### config.mk
export PLATFORM = sky130hd
export DESIGN_NAME = ula_raster_gen_flat
export DESIGN_NICKNAME = d
export VERILOG_FILES = /design/src/rtl/ula_raster_gen_pkg.sv /design/src/rtl/ula_raster_gen_if.sv /design/src/rtl/ula_raster_gen_wrap_counter.sv /design/src/rtl/ula_raster_gen.sv /design/src/flat_wrapper.sv
export SDC_FILE = /design/constraint.sdc
export NUM_CORES = 1
export LEC_CHECK = 0
export ABC_AREA = 1
export BUFFER_PORTS_ARGS = -buffer_cell sky130_fd_sc_hd__buf_2
export CORE_MARGIN = 3
export CORE_UTILIZATION = 45
export DETAILED_ROUTE_END_ITERATION = 10
export GPL_ROUTABILITY_DRIVEN = 0
export PLACE_DENSITY = 0.77
export SYNTH_ARGS = -nofsm -noshare
export SYNTH_HDL_FRONTEND = slang
export SYNTH_SLANG_ARGS = --single-unit
### constraint.sdc
create_clock -name OSC -period 1.81 [get_ports OSC]
set_input_delay 0.362 -clock OSC [delete_from_list [all_inputs] [get_ports OSC]]
set_output_delay 0.362 -clock OSC [all_outputs]
set_load 0.005 [all_outputs]
### src/rtl/ula_raster_gen_pkg.sv
// Shared timing-set type, preset raster geometries and default counter widths
// for the ULA raster generator.
package ula_timing_pkg;

  localparam int CW_DEF = 9;
  localparam int VW_DEF = 9;

  typedef struct packed {
    logic [15:0] htotal;
    logic [15:0] vtotal;
  } timing_set_t;

  localparam timing_set_t SPEC48   = '{htotal: 16'd448, vtotal: 16'd312};
  localparam timing_set_t SPEC128  = '{htotal: 16'd456, vtotal: 16'd311};
  localparam timing_set_t PENTAGON = '{htotal: 16'd448, vtotal: 16'd320};

  // Half-open window test: lo <= val < hi.
  function automatic logic in_window(input int val, input int lo, input int hi);
    return (val >= lo) && (val < hi);
  endfunction

endpackage

### src/rtl/ula_raster_gen_if.sv
// Raster timing bundle: the ALT select into the generator and every decoded
// timing output toward video fetch, shifter, contention and the CPU.
interface ula_raster_gen_if #(
  parameter int CW = 9,
  parameter int VW = 9
);
  logic          ALT;
  logic          CLK7_EN;
  logic [CW-1:0] C;
  logic [VW-1:0] V;
  logic          HBLANK;
  logic          VBLANK;
  logic          HSYNC;
  logic          VSYNC;
  logic          PAPER;
  logic          n_INT;
  logic          FLASH;
  logic          LINE_START;
  logic          FRAME_START;
  logic          MODE_Q;

  modport master (
    input  ALT,
    output CLK7_EN, C, V, HBLANK, VBLANK, HSYNC, VSYNC, PAPER,
           n_INT, FLASH, LINE_START, FRAME_START, MODE_Q
  );

  modport slave (
    output ALT,
    input  CLK7_EN, C, V, HBLANK, VBLANK, HSYNC, VSYNC, PAPER,
           n_INT, FLASH, LINE_START, FRAME_START, MODE_Q
  );
endinterface

### src/rtl/ula_raster_gen_wrap_counter.sv
// Up-counter with enable and runtime modulus; exposes its next value so the
// parent can register decodes with zero lag, plus the wrap flag.
module ula_wrap_counter #(
  parameter int W = 9
) (
  input  logic         clk,
  input  logic         rst_n,
  input  logic         en,
  input  logic [W:0]   modulus,
  output logic [W-1:0] count,
  output logic [W-1:0] count_next,
  output logic         wrap
);

  logic [W-1:0] count_q;
  logic [W-1:0] count_d;
  logic         at_last;

  always_comb begin
    at_last = ({1'b0, count_q} == (modulus - (W+1)'(1)));
    wrap    = en && at_last;
    count_d = count_q;
    if (wrap) begin
      count_d = '0;
    end else if (en) begin
      count_d = count_q + W'(1);
    end
  end

  always_ff @(posedge clk or negedge rst_n) begin
    if (!rst_n) begin
      count_q <= '0;
    end else begin
      count_q <= count_d;
    end
  end

  assign count      = count_q;
  assign count_next = count_d;

endmodule

### src/rtl/ula_raster_gen.sv
// ULA raster generator: CLK7 enable, C/V counters, registered timing decode,
// frame interrupt and flash clock, with the timing set switched only at frame wrap.
module ula_raster_gen
  import ula_timing_pkg::*;
#(
  parameter int CW           = CW_DEF,
  parameter int VW           = VW_DEF,
  parameter int H_TOTAL      = int'(SPEC48.htotal),
  parameter int V_TOTAL      = int'(SPEC48.vtotal),
  parameter int H_TOTAL_ALT  = int'(SPEC128.htotal),
  parameter int V_TOTAL_ALT  = int'(SPEC128.vtotal),
  parameter int H_ACTIVE     = 256,
  parameter int V_ACTIVE     = 192,
  parameter int HBLANK_START = 320,
  parameter int HBLANK_END   = 416,
  parameter int HSYNC_START  = 344,
  parameter int HSYNC_END    = 376,
  parameter int VSYNC_START  = 248,
  parameter int VSYNC_END    = 252,
  parameter int VBLANK_END   = 256,
  parameter int INT_LINE     = 248,
  parameter int INT_LEN      = 32,
  parameter int FLASH_FRAMES = 16
) (
  input logic              OSC,
  input logic              n_RES,
  ula_raster_gen_if.master bus
);

  localparam timing_set_t SET_PRI = '{htotal: 16'(H_TOTAL), vtotal: 16'(V_TOTAL)};
  localparam timing_set_t SET_ALT = '{htotal: 16'(H_TOTAL_ALT), vtotal: 16'(V_TOTAL_ALT)};
  localparam int FW = (FLASH_FRAMES > 1) ? $clog2(FLASH_FRAMES) : 1;

  if (CW > 15 || VW > 15) begin : g_bad_width
    $error("ula_raster_gen: CW/VW must fit the 16-bit timing-set fields");
  end
  if (H_TOTAL > (1 << CW) || H_TOTAL_ALT > (1 << CW) || H_TOTAL < 2 || H_TOTAL_ALT < 2) begin : g_bad_htotal
    $error("ula_raster_gen: horizontal totals must lie in 2..2^CW");
  end
  if (V_TOTAL > (1 << VW) || V_TOTAL_ALT > (1 << VW) || V_TOTAL < 1 || V_TOTAL_ALT < 1) begin : g_bad_vtotal
    $error("ula_raster_gen: vertical totals must lie in 1..2^VW");
  end
  if (HBLANK_START >= HBLANK_END || HSYNC_START >= HSYNC_END ||
      VSYNC_START >= VSYNC_END || VSYNC_START >= VBLANK_END) begin : g_bad_window
    $error("ula_raster_gen: every window start must precede its end");
  end
  if (FLASH_FRAMES < 1) begin : g_bad_flash
    $error("ula_raster_gen: FLASH_FRAMES must be at least 1");
  end

  logic          phase_q, phase_d;
  logic          clk7_en_q, clk7_en_d;
  logic          first_q, first_d;
  logic          mode_q, mode_d;
  logic [FW-1:0] flash_cnt_q, flash_cnt_d;
  logic          flash_q, flash_d;
  logic          hblank_q, hblank_d;
  logic          vblank_q, vblank_d;
  logic          hsync_q, hsync_d;
  logic          vsync_q, vsync_d;
  logic          paper_q, paper_d;
  logic          n_int_q, n_int_d;
  logic          line_start_q, line_start_d;
  logic          frame_start_q, frame_start_d;

  logic [CW:0]   h_mod;
  logic [VW:0]   v_mod;
  logic [CW-1:0] c_cnt, c_next;
  logic [VW-1:0] v_cnt, v_next;
  logic          c_wrap, v_wrap;

  assign h_mod = mode_q ? SET_ALT.htotal[CW:0] : SET_PRI.htotal[CW:0];
  assign v_mod = mode_q ? SET_ALT.vtotal[VW:0] : SET_PRI.vtotal[VW:0];

  ula_wrap_counter #(.W(CW)) u_c_cnt (
    .clk        (OSC),
    .rst_n      (n_RES),
    .en         (clk7_en_q),
    .modulus    (h_mod),
    .count      (c_cnt),
    .count_next (c_next),
    .wrap       (c_wrap)
  );

  ula_wrap_counter #(.W(VW)) u_v_cnt (
    .clk        (OSC),
    .rst_n      (n_RES),
    .en         (c_wrap),
    .modulus    (v_mod),
    .count      (v_cnt),
    .count_next (v_next),
    .wrap       (v_wrap)
  );

  // Decodes are taken from the counters' next values so each registered flag
  // lines up with the C/V it describes in the same cycle.
  always_comb begin
    phase_d     = ~phase_q;
    clk7_en_d   = phase_q;
    first_d     = 1'b0;
    mode_d      = (first_q || v_wrap) ? bus.ALT : mode_q;
    flash_cnt_d = flash_cnt_q;
    flash_d     = flash_q;
    if (v_wrap) begin
      if (flash_cnt_q == FW'(FLASH_FRAMES - 1)) begin
        flash_cnt_d = '0;
        flash_d     = ~flash_q;
      end else begin
        flash_cnt_d = flash_cnt_q + FW'(1);
      end
    end
    hblank_d      = in_window(int'(c_next), HBLANK_START, HBLANK_END);
    hsync_d       = in_window(int'(c_next), HSYNC_START, HSYNC_END);
    vblank_d      = in_window(int'(v_next), VSYNC_START, VBLANK_END);
    vsync_d       = in_window(int'(v_next), VSYNC_START, VSYNC_END);
    paper_d       = (int'(c_next) < H_ACTIVE) && (int'(v_next) < V_ACTIVE);
    n_int_d       = !((int'(v_next) == INT_LINE) && (int'(c_next) < INT_LEN));
    line_start_d  = c_wrap;
    frame_start_d = v_wrap;
  end

  always_ff @(posedge OSC or negedge n_RES) begin
    if (!n_RES) begin
      phase_q       <= 1'b0;
      clk7_en_q     <= 1'b0;
      first_q       <= 1'b1;
      mode_q        <= 1'b0;
      flash_cnt_q   <= '0;
      flash_q       <= 1'b0;
      hblank_q      <= 1'b0;
      vblank_q      <= 1'b0;
      hsync_q       <= 1'b0;
      vsync_q       <= 1'b0;
      paper_q       <= 1'b1;
      n_int_q       <= 1'b1;
      line_start_q  <= 1'b0;
      frame_start_q <= 1'b0;
    end else begin
      phase_q       <= phase_d;
      clk7_en_q     <= clk7_en_d;
      first_q       <= first_d;
      mode_q        <= mode_d;
      flash_cnt_q   <= flash_cnt_d;
      flash_q       <= flash_d;
      hblank_q      <= hblank_d;
      vblank_q      <= vblank_d;
      hsync_q       <= hsync_d;
      vsync_q       <= vsync_d;
      paper_q       <= paper_d;
      n_int_q       <= n_int_d;
      line_start_q  <= line_start_d;
      frame_start_q <= frame_start_d;
    end
  end

  assign bus.CLK7_EN     = clk7_en_q;
  assign bus.C           = c_cnt;
  assign bus.V           = v_cnt;
  assign bus.HBLANK      = hblank_q;
  assign bus.VBLANK      = vblank_q;
  assign bus.HSYNC       = hsync_q;
  assign bus.VSYNC       = vsync_q;
  assign bus.PAPER       = paper_q;
  assign bus.n_INT       = n_int_q;
  assign bus.FLASH       = flash_q;
  assign bus.LINE_START  = line_start_q;
  assign bus.FRAME_START = frame_start_q;
  assign bus.MODE_Q      = mode_q;

endmodule

### src/flat_wrapper.sv
// flat-port wrapper written by rule: the top's interface ports become plain ports
module ula_raster_gen_flat import ula_timing_pkg::*;
#(
  parameter int CW           = CW_DEF,
  parameter int VW           = VW_DEF,
  parameter int H_TOTAL      = int'(SPEC48.htotal),
  parameter int V_TOTAL      = int'(SPEC48.vtotal),
  parameter int H_TOTAL_ALT  = int'(SPEC128.htotal),
  parameter int V_TOTAL_ALT  = int'(SPEC128.vtotal),
  parameter int H_ACTIVE     = 256,
  parameter int V_ACTIVE     = 192,
  parameter int HBLANK_START = 320,
  parameter int HBLANK_END   = 416,
  parameter int HSYNC_START  = 344,
  parameter int HSYNC_END    = 376,
  parameter int VSYNC_START  = 248,
  parameter int VSYNC_END    = 252,
  parameter int VBLANK_END   = 256,
  parameter int INT_LINE     = 248,
  parameter int INT_LEN      = 32,
  parameter int FLASH_FRAMES = 16
)
  (OSC, n_RES, bus_ALT, bus_CLK7_EN, bus_C, bus_V, bus_HBLANK, bus_VBLANK, bus_HSYNC, bus_VSYNC, bus_PAPER, bus_n_INT, bus_FLASH, bus_LINE_START, bus_FRAME_START, bus_MODE_Q);
  ula_raster_gen_if #(.CW(CW), .VW(VW)) bus_i ();
  input logic OSC;
  input logic n_RES;
  input wire logic [$bits(bus_i.ALT)-1:0] bus_ALT;
  output wire logic [$bits(bus_i.CLK7_EN)-1:0] bus_CLK7_EN;
  output wire logic [$bits(bus_i.C)-1:0] bus_C;
  output wire logic [$bits(bus_i.V)-1:0] bus_V;
  output wire logic [$bits(bus_i.HBLANK)-1:0] bus_HBLANK;
  output wire logic [$bits(bus_i.VBLANK)-1:0] bus_VBLANK;
  output wire logic [$bits(bus_i.HSYNC)-1:0] bus_HSYNC;
  output wire logic [$bits(bus_i.VSYNC)-1:0] bus_VSYNC;
  output wire logic [$bits(bus_i.PAPER)-1:0] bus_PAPER;
  output wire logic [$bits(bus_i.n_INT)-1:0] bus_n_INT;
  output wire logic [$bits(bus_i.FLASH)-1:0] bus_FLASH;
  output wire logic [$bits(bus_i.LINE_START)-1:0] bus_LINE_START;
  output wire logic [$bits(bus_i.FRAME_START)-1:0] bus_FRAME_START;
  output wire logic [$bits(bus_i.MODE_Q)-1:0] bus_MODE_Q;
  assign bus_i.ALT = bus_ALT;
  assign bus_CLK7_EN = bus_i.CLK7_EN;
  assign bus_C = bus_i.C;
  assign bus_V = bus_i.V;
  assign bus_HBLANK = bus_i.HBLANK;
  assign bus_VBLANK = bus_i.VBLANK;
  assign bus_HSYNC = bus_i.HSYNC;
  assign bus_VSYNC = bus_i.VSYNC;
  assign bus_PAPER = bus_i.PAPER;
  assign bus_n_INT = bus_i.n_INT;
  assign bus_FLASH = bus_i.FLASH;
  assign bus_LINE_START = bus_i.LINE_START;
  assign bus_FRAME_START = bus_i.FRAME_START;
  assign bus_MODE_Q = bus_i.MODE_Q;
  ula_raster_gen #(.CW(CW), .VW(VW), .H_TOTAL(H_TOTAL), .V_TOTAL(V_TOTAL), .H_TOTAL_ALT(H_TOTAL_ALT), .V_TOTAL_ALT(V_TOTAL_ALT), .H_ACTIVE(H_ACTIVE), .V_ACTIVE(V_ACTIVE), .HBLANK_START(HBLANK_START), .HBLANK_END(HBLANK_END), .HSYNC_START(HSYNC_START), .HSYNC_END(HSYNC_END), .VSYNC_START(VSYNC_START), .VSYNC_END(VSYNC_END), .VBLANK_END(VBLANK_END), .INT_LINE(INT_LINE), .INT_LEN(INT_LEN), .FLASH_FRAMES(FLASH_FRAMES)) u_core (.OSC(OSC), .n_RES(n_RES), .bus(bus_i));
endmodule
Word-level counts from Yosys, hierarchy flattened:

Index checks and enable logic that the tools add are counted.

* order comparisons: 10
* multiplexer cells: 7
* reductions and logical operators: 11
* bitwise operators: 2
* equality and inequality tests: 4
* $add $sub $neg: 5

Operators by type and width (count)
* $lt A9 B9 Y1 const B: 4
* $mux W9: 4
* $eq A9 B10 Y1: 2
* $sub A10 B1 Y10 const B: 2
* $add A9 B1 Y9 const B: 2
* $ge A9 B9 Y1 const B: 2
* $lt A9 B8 Y1 const B: 2
* $mux W4: 3
* $eq A9 B9 Y1 const B: 1
* $ge A9 B8 Y1 const B: 1
* $lt A9 B6 Y1 const B: 1
* $logic_and A1 B1 Y1: 8
* $add A4 B1 Y4 const B: 1
* $eq A4 B4 Y1 const B: 1
* $not A1 Y1: 2
* $reduce_and A2 Y1: 1
* $logic_not A1 Y1: 1
* $logic_or A1 B1 Y1: 1

* bits in registers: 35
* output and inout bits: 29
* input port bits: 3
* word-level logic and storage cells: 55

Depth between registers and ports, before layout:

Gate-level depths: netlist of run 1.

* depth in word-level cells: 9
* depth in mapped cells: 14
* gate-level depth less buffers: 13

Cells and area by module:

A second synthesis of run 1 with hierarchy kept.

* cell total of the unflattened synthesis: 383
* area, all modules: 2620.0 um^2

By module, submodules not included
* ula_wrap_counter: seq. area each 225.2 um^2, cells each 154, instances 2, area an instance 960.9 um^2
* ula_raster_gen: seq. area each 429.2 um^2, cells each 75, instances 1, area an instance 698.2 um^2

Least setup slack after synthesis of run 1:

OpenSTA, ideal clock, no wires.

* kind: reg-to-reg
* start: register u_core.u_c_cnt.count_q[1] (netlist: u_core.u_c_cnt.count[1])
* end: register u_core.vsync_q (netlist: u_core.bus.VSYNC)
* cell stages (with the launch flop): 13
* arrival time: 1538 ps
* buffers on the path: 1
* library setup time: 72 ps
* clock period less this slack: 1610 ps
* setup slack: 200 ps
* required time: 1738 ps
* cell sequence: dfrtp_1 > ha_1 > nand3_1 > nor2_4 > nand2_2 > nor2_4 > buf_6 > nand2_2 > nand2_2 > nand2_2 > nor2_2 > nand3_1 > nor2_1

* longest elaborated chain between the ends: 6
* elaborated cells on any way between the ends: 8
* those cells by class: order compare: 2; eq/ne: 1; mux: 2; reduce/logical: 3

Ends and longest elaborated chain
* start: declaration: RTL line ula_raster_gen_wrap_counter.sv:15 `logic [W-1:0] count_q;`
* start signal: assignment: RTL line ula_raster_gen_wrap_counter.sv:34 `count_q <= count_d;`
* $eq A9 B10 Y1 (*): RTL line ula_raster_gen_wrap_counter.sv:20 `at_last = ({1'b0, count_q} == (modulus - (W+1)'(1)));`
* $logic_and A1 B1 Y1 (*): RTL line ula_raster_gen_wrap_counter.sv:21 `wrap = en && at_last;`
* named net u_core.c_wrap: RTL line ula_raster_gen.sv:70 `logic c_wrap, v_wrap;`
* $mux W9 / $logic_and A1 B1 Y1 (equally long branches): RTL line ula_raster_gen_wrap_counter.sv:25, ula_raster_gen_wrap_counter.sv:21
* $mux W9 (*): RTL line ula_raster_gen_wrap_counter.sv:23 `if (wrap) begin`
* $ge A9 B8 Y1 / $lt A9 B8 Y1 (equally long branches): RTL line ula_raster_gen_pkg.sv:19 `return (val >= lo) && (val < hi);`
* $logic_and A1 B1 Y1 (*): RTL line ula_raster_gen_pkg.sv:19
* named net u_core.vsync_d: RTL line ula_raster_gen.sv:60 `logic vsync_q, vsync_d;`
* end signal: assignment: RTL line ula_raster_gen.sv:148 `vsync_q <= vsync_d;`
* end: declaration: RTL line ula_raster_gen.sv:60

The timed path passes the listed nets; every way through them passes the cells marked *.
A chain may end at the register's enable or synchronous reset.

Worst setup path after layout of run 1:

* start: register u_core.u_c_cnt.count_q[1] (netlist: u_core.u_c_cnt.count[1])
* end: register u_core.n_int_q (netlist: u_core.bus.n_INT)

* longest elaborated chain between the ends: 7
* elaborated cells on any way between the ends: 12
* those cells by class: add/sub: 1; order compare: 1; eq/ne: 2; mux: 4; reduce/logical: 4

Ends and longest elaborated chain
* $eq A9 B10 Y1 (*): RTL line ula_raster_gen_wrap_counter.sv:20
* $logic_and A1 B1 Y1 (*): RTL line ula_raster_gen_wrap_counter.sv:21
* $mux W9 / $logic_and A1 B1 Y1 (equally long branches): RTL line ula_raster_gen_wrap_counter.sv:25, ula_raster_gen_wrap_counter.sv:21
* $mux W9 (*): RTL line ula_raster_gen_wrap_counter.sv:23
* named net u_core.u_v_cnt.count_next[5]: RTL line ula_raster_gen_wrap_counter.sv:11 `output logic [W-1:0] count_next,`
* $eq A9 B9 Y1 (*): RTL line ula_raster_gen.sv:117 `n_int_d = !((int'(v_next) == INT_LINE) && (int'(c_next) < INT_LEN));`
* $logic_and A1 B1 Y1 (*): RTL line ula_raster_gen.sv:117
* $logic_not A1 Y1 (*): RTL line ula_raster_gen.sv:117
* named net u_core.n_int_d: RTL line ula_raster_gen.sv:62 `logic n_int_q, n_int_d;`
* end signal: assignment: RTL line ula_raster_gen.sv:150 `n_int_q <= n_int_d;`
* end: declaration: RTL line ula_raster_gen.sv:62

Marks and branches as above.

==> summary.md, run 1 <==
| Metric | Value |
|---|---|
| Dpl cell area | `0.00210 sq mm` |
| Vias/cell | `slightly below 5` |
| Setup Skew | `0.00528 ns` |
| Die Y | `~70 um` |
| Total number of vias | `1644` |
| Die Width | `69.8 um` |
| Top-level port count | `32` |
| Cell Rows | `22` |
| CTS tree | `yes` |
| Internal power | `1.07 mW` |
| Dpl hpwl | `~3.0 mm` |
| Clock Power Share | `0.391` |
| Initial core utilization | `0.483` |
| CP required | `2.03 ns` |
| Crit end category | `flop` |
| Status | `finished, violations left` |
| Total of max-cap violations | `0` |
| Power, Total | `between 1 and 1.5 mW` |
| H-tree Lvls | `2` |
| Placed Cells | `318` |
| Setup TNS | `-0.0828 ns` |
| Hold Path Class | `input port to async pin` |
| Area Overhead vs Synth | `28.9%` |
| Port Buffer Count | `31` |
| Synth unique cells | `28` |
| CP arrival | `2.11 ns` |
| Synth area leaders | `dfrtp_1 44%, nand2_1 12%, inv_1 8.4%` |
| Seq/Total Area, Yosys | `0.480` |
| Worst hold slack | `0.0875 ns` |
| Clk_lat worst skew | `0.29 ns` |
| Largest net degree at the start of global routing | `36` |
| Post-synthesis register bit count | `35` |
| First-pass GRT wire length | `6.90 mm` |
| Fmax | `530 MHz` |
| Fin crit period | `around 1.9 ns` |
| Post-Layout Inst Area | `0.00236 sq mm` |
| Fin crit share | `1.04` |
| Synth warn | `0` |
| Area of the multi-input gates | `between 800 and 900 sq um` |
| Avg WL per Cell | `roughly 13 um` |
| Share of cells above drive strength 1 | `0.358` |
| Final Slew Violations | `0` |
| Pre-antenna DRT Iters | `4` |
| Worst setup margin | `-0.0755 ns` |
| Clock transition at path regs | `0.07 ns` |
| CP Launch Type | `flop` |
| Leading area contributor after synthesis | `dfrtp_1` |
| Fin cells | `roughly 330` |
| # fillers | `between 300 and 400` |
| Logic pwr share | `0.035` |
| Failing checks | `setup timing` |
| All-Layer GR Usage | `0.176` |
| Gate Count Post-Synth | `between 200 and 250` |
| Antenna diodes | `0` |
| Peak VDD IR | `around 530 uV` |
| Sequential fraction of design power | `0.574` |
| Antenna Nets Post-Route | `0` |
| Drt drc | `0` |
| Die area | `0.00488 sq mm` |
| Yosys top cell area share | `0.437` |
| FF+latch area | `882 sq um` |
| LEAKAGE | `1.30 nW` |
| Final wirelength | `4.39 mm` |
| Syn_nets | `237` |
| Root Driver | `clkbuf_8` |
| Antenna violations before repair | `0` |
| Crit Path Category | `flop to flop` |
| Switch share | `0.223` |
| Drt first-iter violations | `90` |
| Clk sinks | `35` |
| P_sw | `0.307 mW` |
| Total CTS buffers | `5` |
| Maximum clock path buffer count | `2` |
| Synth Cell Area | `0.00183 sq mm` |
| Final hold violations | `0` |
| RSZ-0062 raised after global routing | `true` |
| Total gr overflow | `0` |
| Core outline area | `roughly 0.0038 sq mm` |
| Final setup fails | `2` |
| Vias in the first global route | `1510` |
| Final net count | `290` |
| Pwr Density | `581 mW/mm^2` |
| Synthesized area per cell | `7.94 sq um` |
| Critical path fanouts, max | `5` |
## critical path, stage by stage (launching register included)
cell and delay, ns:
dfrtp_1 0.39, ha_2 0.21, nand3_2 0.09, nor2_4 0.17
nand2_2 0.10, nor2_4 0.16, buf_6 0.15, o21ai_0 0.12
nand2_1 0.17, inv_1 0.09, nand2_1 0.07, nor2_1 0.04
nand3_1 0.08
## worst paths after layout
path | startpoint | to | slack, ns | cells past startpoint
max reg2reg | u_core.u_c_cnt.count[1] | u_core.bus.n_INT | -0.08 | 12
min reg2reg | u_core.clk7_en_d | u_core.bus.CLK7_EN | 0.38 | 0
max in group asynchronous | n_RES | u_core.bus.PAPER | 1.38 | 2
max | u_core.u_c_cnt.count[1] | u_core.bus.n_INT | -0.08 | 12
min | n_RES | u_core.u_c_cnt.count[0] | 0.09 | 2
min in group OSC | bus_ALT | u_core.bus.MODE_Q | 0.33 | 3
## metal layers
metal  track usage  up-vias  share of wire
met5             0        -              0
li1              -      803              -
met3        0.0493       13          0.059
met4        0.0574        0          0.023
met2         0.271       55           0.50
met1         0.239      773           0.41
## synth_stat cells
cell type,count
nand2_4,1
inv_2,1
or2_2,3
a31o_2,1
nor3_1,4
nor2_4,3
dfrtp_1,32
o21ai_1,1
xnor2_1,2
inv_4,1
mux2_2,1
conb_1,1
a21oi_1,1
and3_1,1
o21bai_1,1
dfstp_2,3
ha_1,3
nand3_1,18
inv_1,41
xor2_1,6
o21ai_0,4
nor2_2,1
nand2_1,59
buf_6,2
nand2_2,5
nand4_1,4
nor2_1,28
nand3_2,3
## power by group through the flow
stage	registers [mW]	logic, mW	clock network, mW
after floorplan	0.803	0.0173	0
after global placement	0.803	0.0438	0
after detailed placement	0.803	0.0446	0
after CTS	0.789	0.0448	0.553
after global routing	0.789	0.0549	0.592
final	0.789	0.0480	0.537
## cell usage in the layout (no fill, tap or decap), types with 2 or more instances in the layout
| cell type | netlist | layout |
|---|---|---|
| nor2_1 | 28 | 22 |
| buf_4 | 0 | 13 |
| nand2_4 | 1 | 2 |
| dfstp_2 | 3 | 3 |
| buf_6 | 2 | 3 |
| nor2_4 | 3 | 6 |
| nor3_1 | 4 | 2 |
| nand4_1 | 4 | 4 |
| buf_2 | 0 | 31 |
| nand3_4 | 0 | 3 |
| nor3_2 | 0 | 2 |
| xor2_1 | 6 | 6 |
| clkbuf_8 | 0 | 5 |
| nand2_2 | 5 | 9 |
| nand2_1 | 59 | 54 |
| dfrtp_1 | 32 | 30 |
| inv_2 | 1 | 4 |
| or2_2 | 3 | 3 |
| ha_1 | 3 | 2 |
| nand3_2 | 3 | 4 |
| nand3_1 | 18 | 15 |
| nor2_2 | 1 | 4 |
| inv_1 | 41 | 38 |
| o21ai_0 | 4 | 3 |
| dfrtp_2 | 0 | 2 |
## kinds of logic after synthesis
kind of cell,Yosys count,share of synthesized area
buf+inv,45,0.102
compound gates,8,0.0252
flops,35,0.480
xor+xnor,8,0.0382
simple gates,130,0.327
other cells,1,0.00204
fa+ha+maj,3,0.0205
mux,1,0.00614
## cell type report
cell class                 instances  area share
multi-input combinational        152       0.375
sequential                        35       0.373
timing repair buffer              47       0.121
inverter                          43      0.0693
clock buffer                       6      0.0307
tap                               48      0.0254
clock inverter                     2     0.00529
## state kept, by name, summed over array words and instances (netlist names)
signal,flops
u_core.u_c_cnt.count,9
u_core.u_v_cnt.count,9
u_core.flash_cnt_q,4
u_core.first_q,1
u_core.bus.HBLANK,1
u_core.clk7_en_d,1
u_core.bus.VBLANK,1
u_core.bus.FLASH,1
u_core.bus.LINE_START,1
u_core.bus.n_INT,1
u_core.bus.FRAME_START,1
u_core.bus.PAPER,1
u_core.bus.HSYNC,1
u_core.bus.MODE_Q,1
u_core.bus.VSYNC,1
u_core.bus.CLK7_EN,1
## metrics by stage
stage | setup slack (ns) | utilization
5_1_grt | -0.217 | 0.623
2_1_floorplan | 0.200 | -
6_report | -0.0755 | 0.623
4_1_cts | 0.0468 | 0.580
3_5_place_dp | 0.0149 | 0.553
3_3_place_gp | -0.0187 | 0.553
## what timing repair did
item,in CTS,in global routing
buffers inserted,2,4
gates resized for setup,0,35
pin swaps,1,16
gates cloned,0,1
hold buffers,0,0
endpoints found under the setup margin,1,9
Power figures use the tool's default switching activity.
==> run 2, diff against run 1 <==
--- a/config.mk
+++ b/config.mk
@@ -9,8 +9,9 @@
 export BUFFER_PORTS_ARGS = -buffer_cell sky130_fd_sc_hd__buf_2
 export CORE_MARGIN = 3
 export CORE_UTILIZATION = 45
+export CTS_BUF_LIST = sky130_fd_sc_hd__clkbuf_4
 export DETAILED_ROUTE_END_ITERATION = 10
-export GPL_ROUTABILITY_DRIVEN = 0
+export MAX_ROUTING_LAYER = met4
 export PLACE_DENSITY = 0.77
 export SYNTH_ARGS = -nofsm -noshare
 export SYNTH_HDL_FRONTEND = slang
==> summary.md, run 2 (same netlist as run 1, synthesis figures left out) <==
| Metric | Value |
|---|---|
| Pre-CTS setup slack | `0.0149 ns` |
| Fmax | `552 MHz` |
| Failing checks | `setup timing` |
| Die Width | `69.8 um` |
| Drt drc | `0` |
| Antenna Nets Post-Route | `0` |
| Total number of vias | `approximately 1600` |
| Largest net degree at the start of global routing | `36` |
| Status | `finished, violations left` |
| Port Buffer Count | `31` |
| Dpl hpwl | `3.03 mm` |
| Worst R2R Setup Slack | `-0.002 ns` |
| Pre-antenna DRT Iters | `4` |
| Avg WL per Cell | `between 10 and 15 um` |
| P_sw | `~0.30 mW` |
| Clk sinks | `35` |
| Die Y | `69.8 um` |
| Internal power | `~0.96 mW` |
| Worst setup margin | `-0.00184 ns` |
| Clk_lat worst skew | `0.35 ns` |
| Placed Cells | `318` |
| Fin crit share | `1.00` |
| Vias in the first global route | `approximately 1500` |
| First-pass GRT wire length | `6.88 mm` |
| Final net count | `291` |
| Top-level port count | `32` |
| # fillers | `329` |
| H-tree Lvls | `2` |
| Worst R2R Start | `u_core.u_c_cnt.count[1]` |
| Logic pwr share | `0.037` |
| Gpl congestion | `0.846` |
| Root Driver | `clkbuf_4` |
| Hold Path Class | `input port to async pin` |
| Hold Buf Count CTS | `0` |
| CP Launch Type | `flop` |
| Dpl cell area | `0.00210 sq mm` |
| Sequential fraction of design power | `0.623` |
| Initial core utilization | `0.483` |
| Critical path fanouts, max | `6` |
| Total of max-cap violations | `0` |
| Clock Power Share | `0.340` |
| R2R Path End | `u_core.bus.VSYNC` |
| Fin cells | `334` |
| Total CTS buffers | `5` |
| Total gr overflow | `0` |
| LEAKAGE | `1.29 nW` |
| Crit end category | `flop` |
| CP required | `2.10 ns` |
| Antenna violations before repair | `0` |
| Maximum clock path buffer count | `2` |
| Worst reg-to-reg path cell count | `12` |
| Fin crit period | `roughly 1.8 ns` |
| Power, Total | `1.27 mW` |
| Most frequent cells in the layout | `56 x nand2_1, 39 x inv_1, 31 x buf_2` |
| Die area | `between 0.004 and 0.005 sq mm` |
| CP arrival | `2.10 ns` |
| Final wirelength | `about 4.2 mm` |
| Final hold violations | `0` |
| Post-Layout Inst Area | `approximately 0.0023 sq mm` |
| Area Overhead vs Synth | `25.6%` |
| Final Slew Violations | `0` |
| Commonest non-fill, non-tap cell in the layout | `nand2_1` |
| Cell Rows | `22` |
| All-Layer GR Usage | `0.183` |
| Switch share | `0.240` |
| Vias/cell | `4.88` |
| Drt first-iter violations | `107` |
| Antenna diodes | `0` |
| Core outline area | `between 0.003 and 0.004 sq mm` |
| Final setup fails | `1` |
| CTS tree | `yes` |
| Layout Utilization | `0.606` |
| RSZ-0062 raised after global routing | `true` |
| Clock transition at path regs | `approximately 0.1 ns` |
| Share of cells above drive strength 1 | `0.350` |
| Pwr Density | `around 550 mW/mm^2` |
| Peak VDD IR | `605 uV` |
| Setup Skew | `between 0.008 and 0.009 ns` |
| Critical Path Start | `u_core.u_c_cnt.count[1]` |
| Crit Path Category | `flop to flop` |
[run 2: how the worst max path moves through the flow]
stage,depth (start not counted),slack (ns),to
floorplan,12,0.20,u_core.bus.VSYNC
global placement,11,-0.02,u_core.bus.VSYNC
detailed placement,11,0.01,u_core.bus.VSYNC
CTS,12,0.04,u_core.bus.VSYNC
global route,11,-0.13,u_core.bus.n_INT
finish,12,-0.002,u_core.bus.VSYNC
[run 2: layout make-up]
class	instances	area (sq um)	share of cell area
Timing Repair Buffer	48	294	0.128
Clock inverter	2	12.5	0.00543
Clock buffer	6	45.0	0.0196
Tap cell	48	60.1	0.0261
Multi-Input combinational cell	152	846	0.367
Inverter	43	164	0.0712
Sequential cell	35	882	0.383
[run 2: power groups by stage]
stage	clock network (mW)	registers (mW)	logic (mW)
after global routing	0.473	0.790	0.0539
after detailed placement	0	0.803	0.0446
final	0.431	0.788	0.0468
after CTS	0.439	0.789	0.0447
after floorplan	0	0.803	0.0173
after global placement	0	0.803	0.0438
[run 2: what timing repair did]
| action | CTS | global route |
|---|---|---|
| endpoints found under the setup margin | 1 | 9 |
| gates cloned | 0 | 1 |
| setup buffers | 2 | 5 |
| gates resized for setup | 0 | 25 |
| pin swaps | 1 | 12 |
[run 2: per-stage QoR]
stage	setup TNS (ns)	hold slack, ns
final	-0.00184	0.0207
after global routing	-0.764	0.0485
after floorplan	0	0.0664
after global placement	-0.0187	0.360
after CTS	0	0.0368
after detailed placement	0	0.365
[run 2: critical path, cell delays in order, from the launching register on]
cell and delay [ns]:
dfrtp_1 0.40, ha_2 0.21, nand3_2 0.09, nor2_4 0.17, nand2_2 0.10, nor2_4 0.14
buf_6 0.15, nand2_2 0.05, nand2_2 0.06, nand2_2 0.07, nor2_4 0.12, nand3_2 0.09
nor2_1 0.10
[run 2: routing by layer]
metal  share of wire  GRT usage
met5               0          -
met4           0.027     0.0702
met3           0.044     0.0536
met2            0.49      0.275
met1            0.43      0.234
